File: src/rtl/plu_pkg.sv
// Shared types and constants for the PLU control path.
package plu_pkg;

    typedef enum logic [2:0] {
        StIdle,
        StLoad,
        StMul,
        StAdd,
        StRelu,
        StNext
    } plu_state_e;

    localparam int unsigned PLU_STAGES = 4;
    localparam logic        A_SEL_EXT  = 1'b0;
    localparam logic        A_SEL_FB   = 1'b1;

endpackage

File: src/rtl/plu_controller_if.sv
// Sequencer handshake plus PLU datapath enables.
// PLU_CTRL_EARLY_STOP_EN adds the converged input.
interface plu_controller_if #(
    parameter int unsigned ITER_W = 8
);
`ifdef PLU_CTRL_EARLY_STOP_EN
    logic              converged;
`endif
    logic              start;
    logic [ITER_W-1:0] num_iter;
    logic              ready;
    logic              busy;
    logic              w_we;
    logic              a_we;
    logic              a_sel;
    logic              r1_we;
    logic              r2_we;
    logic              r3_we;
    logic              out_valid;
    logic [ITER_W-1:0] iter_idx;
    logic              done;

    modport master (
`ifdef PLU_CTRL_EARLY_STOP_EN
        output converged,
`endif
        output start, num_iter,
        input  ready, busy, w_we, a_we, a_sel, r1_we, r2_we, r3_we, out_valid, iter_idx, done
    );

    modport slave (
`ifdef PLU_CTRL_EARLY_STOP_EN
        input  converged,
`endif
        input  start, num_iter,
        output ready, busy, w_we, a_we, a_sel, r1_we, r2_we, r3_we, out_valid, iter_idx, done
    );

endinterface

File: src/rtl/plu_controller.sv
// PLU control FSM: one LOAD/MUL/ADD/RELU/NEXT pass per Maxnet iteration.
// PLU_CTRL_EARLY_STOP_EN lets converged end the run in NEXT.
module plu_controller
    import plu_pkg::*;
#(
    parameter int unsigned ITER_W = 8
) (
    input logic             clk,
    input logic             rst,
    plu_controller_if.slave bus
);

    plu_state_e        state_q;
    logic [ITER_W-1:0] iter_q;
    logic [ITER_W-1:0] last_q;
    logic              ready_q, busy_q, w_we_q, a_we_q, a_sel_q;
    logic              r1_we_q, r2_we_q, r3_we_q, out_valid_q, done_q;
    logic              stop;

`ifdef PLU_CTRL_EARLY_STOP_EN
    assign stop     = (iter_q == last_q) || bus.converged;
    // converged is only seen in NEXT, so it must act within that same cycle
    assign bus.done = done_q | ((state_q == StNext) & bus.converged);
`else
    assign stop     = (iter_q == last_q);
    assign bus.done = done_q;
`endif

    always_ff @(posedge clk or posedge rst) begin
        if (rst) begin
            state_q     <= StIdle;
            iter_q      <= '0;
            last_q      <= '0;
            ready_q     <= 1'b1;
            busy_q      <= 1'b0;
            w_we_q      <= 1'b0;
            a_we_q      <= 1'b0;
            a_sel_q     <= A_SEL_EXT;
            r1_we_q     <= 1'b0;
            r2_we_q     <= 1'b0;
            r3_we_q     <= 1'b0;
            out_valid_q <= 1'b0;
            done_q      <= 1'b0;
        end else begin
            // Outputs are computed for the state being entered
            w_we_q      <= 1'b0;
            a_we_q      <= 1'b0;
            r1_we_q     <= 1'b0;
            r2_we_q     <= 1'b0;
            r3_we_q     <= 1'b0;
            out_valid_q <= 1'b0;
            done_q      <= 1'b0;
            unique case (state_q)
                StIdle: begin
                    if (bus.start) begin
                        last_q  <= (bus.num_iter == '0) ? '0 : bus.num_iter - ITER_W'(1);
                        iter_q  <= '0;
                        state_q <= StLoad;
                        ready_q <= 1'b0;
                        busy_q  <= 1'b1;
                        w_we_q  <= 1'b1;
                        a_we_q  <= 1'b1;
                        a_sel_q <= A_SEL_EXT;
                    end
                end
                StLoad: begin
                    state_q <= StMul;
                    r1_we_q <= 1'b1;
                end
                StMul: begin
                    state_q <= StAdd;
                    r2_we_q <= 1'b1;
                end
                StAdd: begin
                    state_q <= StRelu;
                    r3_we_q <= 1'b1;
                end
                StRelu: begin
                    state_q     <= StNext;
                    out_valid_q <= 1'b1;
                    done_q      <= (iter_q == last_q);
                end
                StNext: begin
                    if (stop) begin
                        state_q <= StIdle;
                        ready_q <= 1'b1;
                        busy_q  <= 1'b0;
                        a_sel_q <= A_SEL_EXT;
                    end else begin
                        iter_q  <= iter_q + ITER_W'(1);
                        state_q <= StLoad;
                        a_we_q  <= 1'b1;
                        a_sel_q <= A_SEL_FB;
                    end
                end
                default: state_q <= StIdle;
            endcase
        end
    end

    assign bus.ready     = ready_q;
    assign bus.busy      = busy_q;
    assign bus.w_we      = w_we_q;
    assign bus.a_we      = a_we_q;
    assign bus.a_sel     = a_sel_q;
    assign bus.r1_we     = r1_we_q;
    assign bus.r2_we     = r2_we_q;
    assign bus.r3_we     = r3_we_q;
    assign bus.out_valid = out_valid_q;
    assign bus.iter_idx  = iter_q;

endmodule

File: src/flat_wrapper.sv
// flat-port wrapper written by rule: the top's interface ports become plain ports
module plu_controller_flat import plu_pkg::*;
#(
    parameter int unsigned ITER_W = 8
)
  (clk, rst, bus_start, bus_num_iter, bus_ready, bus_busy, bus_w_we, bus_a_we, bus_a_sel, bus_r1_we, bus_r2_we, bus_r3_we, bus_out_valid, bus_iter_idx, bus_done);
  plu_controller_if #(.ITER_W(ITER_W)) bus_i ();
  input logic clk;
  input logic rst;
  input wire logic [$bits(bus_i.start)-1:0] bus_start;
  input wire logic [$bits(bus_i.num_iter)-1:0] bus_num_iter;
  output wire logic [$bits(bus_i.ready)-1:0] bus_ready;
  output wire logic [$bits(bus_i.busy)-1:0] bus_busy;
  output wire logic [$bits(bus_i.w_we)-1:0] bus_w_we;
  output wire logic [$bits(bus_i.a_we)-1:0] bus_a_we;
  output wire logic [$bits(bus_i.a_sel)-1:0] bus_a_sel;
  output wire logic [$bits(bus_i.r1_we)-1:0] bus_r1_we;
  output wire logic [$bits(bus_i.r2_we)-1:0] bus_r2_we;
  output wire logic [$bits(bus_i.r3_we)-1:0] bus_r3_we;
  output wire logic [$bits(bus_i.out_valid)-1:0] bus_out_valid;
  output wire logic [$bits(bus_i.iter_idx)-1:0] bus_iter_idx;
  output wire logic [$bits(bus_i.done)-1:0] bus_done;
  assign bus_i.start = bus_start;
  assign bus_i.num_iter = bus_num_iter;
  assign bus_ready = bus_i.ready;
  assign bus_busy = bus_i.busy;
  assign bus_w_we = bus_i.w_we;
  assign bus_a_we = bus_i.a_we;
  assign bus_a_sel = bus_i.a_sel;
  assign bus_r1_we = bus_i.r1_we;
  assign bus_r2_we = bus_i.r2_we;
  assign bus_r3_we = bus_i.r3_we;
  assign bus_out_valid = bus_i.out_valid;
  assign bus_iter_idx = bus_i.iter_idx;
  assign bus_done = bus_i.done;
  plu_controller #(.ITER_W(ITER_W)) u_core (.clk(clk), .rst(rst), .bus(bus_i));
endmodule
File: config.mk
export PLATFORM = sky130hd
export DESIGN_NAME = plu_controller_flat
export DESIGN_NICKNAME = d
export VERILOG_FILES = /design/src/rtl/plu_pkg.sv /design/src/rtl/plu_controller_if.sv /design/src/rtl/plu_controller.sv /design/src/flat_wrapper.sv
export SDC_FILE = /design/constraint.sdc
export NUM_CORES = 1
export LEC_CHECK = 0
export BUFFER_PORTS_ARGS = -buffer_cell sky130_fd_sc_hd__buf_2
export CAP_MARGIN = 40
export CORE_ASPECT_RATIO = 1.2
export CORE_MARGIN = 3
export CORE_UTILIZATION = 45
export CTS_CLUSTER_DIAMETER = 200
export DETAILED_ROUTE_END_ITERATION = 6
export PLACE_DENSITY = 0.72
export SYNTH_ARGS = -nofsm -noshare
export SYNTH_HDL_FRONTEND = slang
export SYNTH_SLANG_ARGS = --single-unit
File: constraint.sdc
create_clock -name clk -period 1.8 [get_ports clk]
set_input_delay 0.09 -clock clk [delete_from_list [all_inputs] [get_ports clk]]
set_output_delay 0.09 -clock clk [all_outputs]
set_load 0.05 [all_outputs]
-- After elaboration in Yosys (flattened, before gate mapping)
Index checks and enable logic that the tools add are counted.
- add/sub/neg operators: 2
- magnitude comparators: 0
- mux-type cells: 23
- bitwise logic cells: 0
- $mul: 0
- divide/modulo/power cells: 0
- equal/unequal tests: 9
- reductions and logical operators: 7
- shifts and indexed selects: 0
- operators with widths (kind ; number):
    8-bit two-way mux ; 3
    3-bit one-hot mux with 6 select lines ; 1
    8-bit one-hot mux with 2 select lines ; 1
    1-bit two-way mux ; 13
    8-bit by 1-bit adder with 8-bit output, second input constant ; 1
    8-bit equality test ; 1
    8-bit zero test ; 1
    1-bit one-hot mux with 2 select lines ; 4
    8-bit by 1-bit subtractor with 8-bit output, second input constant ; 1
    3-bit by 2-bit equality test with 1-bit output, second input constant ; 2
    3-bit equality test, second input constant ; 2
    3-bit AND reduction ; 2
    2-bit != test, second input constant ; 2
    2-bit AND reduction ; 2
    3-bit by 1-bit equality test with 1-bit output, second input constant ; 1
    3-bit zero test ; 1
    3-bit two-way mux ; 1
    2-bit by 1-bit != test with 1-bit output, second input constant ; 1
    2-bit nonzero test ; 1
- RAM bits: 0
- ROM bits: 0
- logic and storage cells: 54
- flip-flop bits (word level): 29
- output and inout bits: 18
- bits of input ports: 11
- memories: 0
- bits in latches: 0

-- Depth between registers and ports, before layout
- depth in word-level cells: 3
- mapped depth: 6
- gate-level depth less buffers: 6

-- Worst setup path after synthesis
OpenSTA, ideal clock, no wires.
- kind: flip-flop to flip-flop
- start point: register u_core.iter_q[2] (netlist: u_core.bus.iter_idx[2])
- end point: register u_core.ready_q (netlist: u_core.bus.ready)
- setup time: 79 ps
- buffers on the path: 0
- setup slack: 112 ps
- stages on the path, launching flop included: 5
- data arrival time: 1609 ps
- period minus slack after synthesis: 1688 ps
- required time: 1721 ps
- cell sequence: dfrtp_1 > xnor2_1 > nand4_1 > or2_2 > o21ai_0
- longest elaborated chain between the ends: 3
- RTL lines (item ; line ; RTL):
    start: declaration ; plu_controller.sv:14 ; logic [ITER_W-1:0] iter_q;
    start signal: assignment ; plu_controller.sv:90 ; iter_q <= iter_q + ITER_W'(1);
    8-bit equality test ; plu_controller.sv:25 ; assign stop = (iter_q == last_q);
    2-bit by 1-bit != test with 1-bit output (no line) ; -- ;
    3-bit AND reduction (no line) ; -- ;
    end signal: assignment ; plu_controller.sv:34 ; ready_q <= 1'b1;
    end signal: assignment ; plu_controller.sv:59 ; ready_q <= 1'b0;
    end signal: assignment ; plu_controller.sv:86 ; ready_q <= 1'b1;
    end: declaration ; plu_controller.sv:16 ; logic ready_q, busy_q, w_we_q, a_we_q, a_sel_q;
Every way passes these cells.
A chain may end at the register's enable or synchronous reset.

-- Worst setup path in the final report
- start point: register u_core.iter_q[3] (netlist: u_core.bus.iter_idx[3])
- end point: register u_core.iter_q[1] (netlist: u_core.bus.iter_idx[1])
- longest elaborated chain between the ends: 3
- RTL lines (item ; line):
    8-bit equality test ; plu_controller.sv:25
    2-bit != test (no line) ; --
    3-bit AND reduction (no line) ; --
Every way passes these cells.

==> summary.txt <==
Power and ir drop
  • Leak: 0.8689 nW
  • Power Dens Cells: 1506 nW/um^2
  • Max VDD drop: 0.0009489 V
  • Total power: 2.567 mW

Die
  • Top Ports: 29
  • Die X: 57.93 um
  • Row cnt: 22
  • Die area: 3958 um^2
  • Die height: 68.32 um
  • Core Region: 3083 um^2
  • Initial Util: 47.24%

Global route
  • Initial antenna violation count: 0
  • Global-route wire length before repair: 4.671 mm
  • Gr ovfl total: 0
  • GRT Resource Usage Total: 16.00%
  • Vias in the first global route: 1069
  • Largest net degree at the start of global routing: 30

Logic synthesis
  • Post-synthesis sequential area ratio: 49.91%
  • Synthesis Warnings: 0
  • Area leader, netlist: dfrtp_1
  • Synthesis-stage register bit count: 29
  • Top-area cell type share of the netlist area: 48.11%
  • Synth unique cells: 35
  • Syn_area_per_cell: 10.18 um^2
  • Mapped Cells: 143
  • Synth top area cells: dfrtp_1, xnor2_1, nand2_1
  • Mapped Nets: 157
  • Synth Cell Area: 1456 um^2

Hold path
  • Hold depth: 3
  • Worst Hold Path EP: u_core.last_q[6]
  • Hold Crit Class: input pin to flop
  • Hold Crit Start: bus_num_iter[6]

Outcome
  • Run status: completed

Worst setup path
  • CP max stage delay: 470 ps
  • Critical Path AT: 1900 ps
  • RR Endpoint: u_core.bus.iter_idx[1]
  • Reg2Reg Setup Slack: 150 ps
  • Worst Path Buf+Inv: 0
  • Slowest CP cell: dfrtp_1
  • Crit-path cells: xnor2_1, nand4_1, o21ai_2, mux2i_1
  • Crit start category: flop
  • CP Class: flop to flop
  • Crit end category: flop
  • Critical Path Fanout Max: 9
  • Req. time, crit path: 2040 ps
  • Family with the most delay on the worst path: flip-flops
  • Worst reg2reg path startpoint: u_core.bus.iter_idx[3]
  • Reg2reg path depth: 4

Timing
  • FMAX: 605.3 MHz
  • Normalized max-slew margin: 68.41%
  • Final Max Tran Viols: 0
  • Final hold violation count: 0
  • Post-layout min period: 1652 ps
  • Post-route setup TNS: 0 ps
  • Final worst slack: 147.8 ps
  • RSZ-0062 raised after global routing: no
  • Clock Skew: 10.36 ps
  • Tcrit/Tclk final: 91.79%
  • Setup Viol. Count Final: 0
  • Worst-margin pin slew: 470.2 ps

Drt
  • DRT iter0 DRCs: 35
  • Post-detailed-route wirelength per cell: 12.70 um
  • Vias: 1102
  • Post-route ant nets: 0
  • Remaining DRCs: 0
  • Total wire length: 2.731 mm
  • Total iterations of the first detailed-routing run: 4
  • Routed vias/inst: 5.126

Clock network
  • Reg clk slew, reported paths: 90 ps
  • CTS tree: done
  • CTS Buffer Depth: 2
  • Post-CTS Setup Repair Bufs: 0
  • Clock Tree Root: clkbuf_4
  • Clock buffer count from CTS: 5
  • Clk sinks: 29
  • Worst-Skew Late Latency: 330 ps
  • # hold bufs at CTS: 2
  • H-tree Lvls: 2
  • Post-CTS sizing: 0

Layout
  • NumNets Final: 192
  • Share of post-route cells with drive strength above 1: 26.26%
  • Filler cells: 298
  • Most frequent cells in the layout: buf_2, dfrtp_1, nand2_1
  • Final std cells w/o fill: 215
  • ANT cells: 0
  • Area taken by multi-input logic gates: 660.6 um^2
  • Sequential cell area: 726.9 um^2
  • Layout Utilization: 55.28%
  • Syn-to-layout area delta: 17.01%

Placed design
  • Detail Placement HPWL: 2.120 mm
  • I/O Buffers: 28
  • Setup WS pre-CTS: 163.7 ps
  • GPL Wtd Cong: 0.7524
  • Placed Cells incl. Taps: 205

Flow run
  • Max cap viols: 0
[cells in the mapped netlist]
master,number
dfrtp_1,28
nand2_1,24
xnor2_1,13
nor2_1,11
mux2i_1,8
o21ai_1,8
inv_1,4
o21ai_0,4
ha_1,3
nand3_1,3
nor3b_1,3
nor4_1,3
and3b_1,2
buf_6,2
nand4_1,2
nor3_1,2
o211ai_1,2
or2_2,2
or2b_1,2
xor2_1,2
a21oi_1,1
a221oi_1,1
and2_1,1
buf_2,1
buf_4,1
buf_8,1
dfstp_2,1
inv_2,1
nand2_2,1
nand2b_1,1
nand3_2,1
nand3b_1,1
o2111ai_1,1
o21ai_2,1
or4b_4,1
[how the worst max path moves through the flow]
stage | end | depth (start not counted) | slack (ps) | from
CTS | u_core.last_q[5] | 4 | 140 | u_core.state_q[2]
detailed placement | u_core.last_q[5] | 4 | 160 | u_core.state_q[2]
global placement | u_core.bus.iter_idx[7] | 4 | 230 | u_core.bus.iter_idx[0]
finish | u_core.bus.iter_idx[1] | 4 | 150 | u_core.bus.iter_idx[3]
floorplan | u_core.bus.ready | 4 | 110 | u_core.bus.iter_idx[2]
global route | u_core.last_q[7] | 4 | 40 | u_core.state_q[2]
[power by group]
group          switching, mW  total, mW  internal, mW
Sequential             0.170       1.03         0.861
Combinational          0.731       1.09         0.358
Clock                  0.221      0.447         0.226
Total                   1.12       2.57          1.45
[cell families after synthesis]
logic type / share of synthesized area [%]
xor gates and xnor gates: 9.021
DFF: 49.91
buffers and inverters: 4.724
and+or+nand+nor: 20.96
muxes: 5.499
AOI/OAI and AO/OA: 7.302
adders and majority gates: 2.578
[metal layers]
layer  share of wire [%]  GRT usage (%)  vias up
li1                    -              -      555
met1                  40          17.36      515
met2                  52          27.68       25
met3                 5.3          4.717        7
met4                 2.8          9.275        0
met5                   0              0        -
[area by class of cell]
| class | instances | area share, % |
|---|---|---|
| timing repair buffer | 33 | 10.72 |
| inverter | 5 | 1.101 |
| multi-input combinational | 104 | 38.77 |
| clock buffer | 7 | 3.818 |
| sequential | 29 | 42.66 |
| clock inverter | 1 | 0.2937 |
| tap | 36 | 2.643 |
[stage by stage]
| step | cell area (um^2) | hold slack (ps) |
|---|---|---|
| floorplan | 1456 | 167.4 |
| global placement | 1614 | 160.0 |
| detailed placement | 1614 | 180.1 |
| CTS | 1704 | 42.38 |
| global route | 1704 | 56.23 |
| finish | 1704 | 54.15 |
[worst register-to-register path, stage by stage, from the launching register on]
cell and delay, ps:
dfrtp_1 470, xnor2_1 190, nand4_1 320, o21ai_2 350, mux2i_1 250
Power figures use the tool's default switching activity.
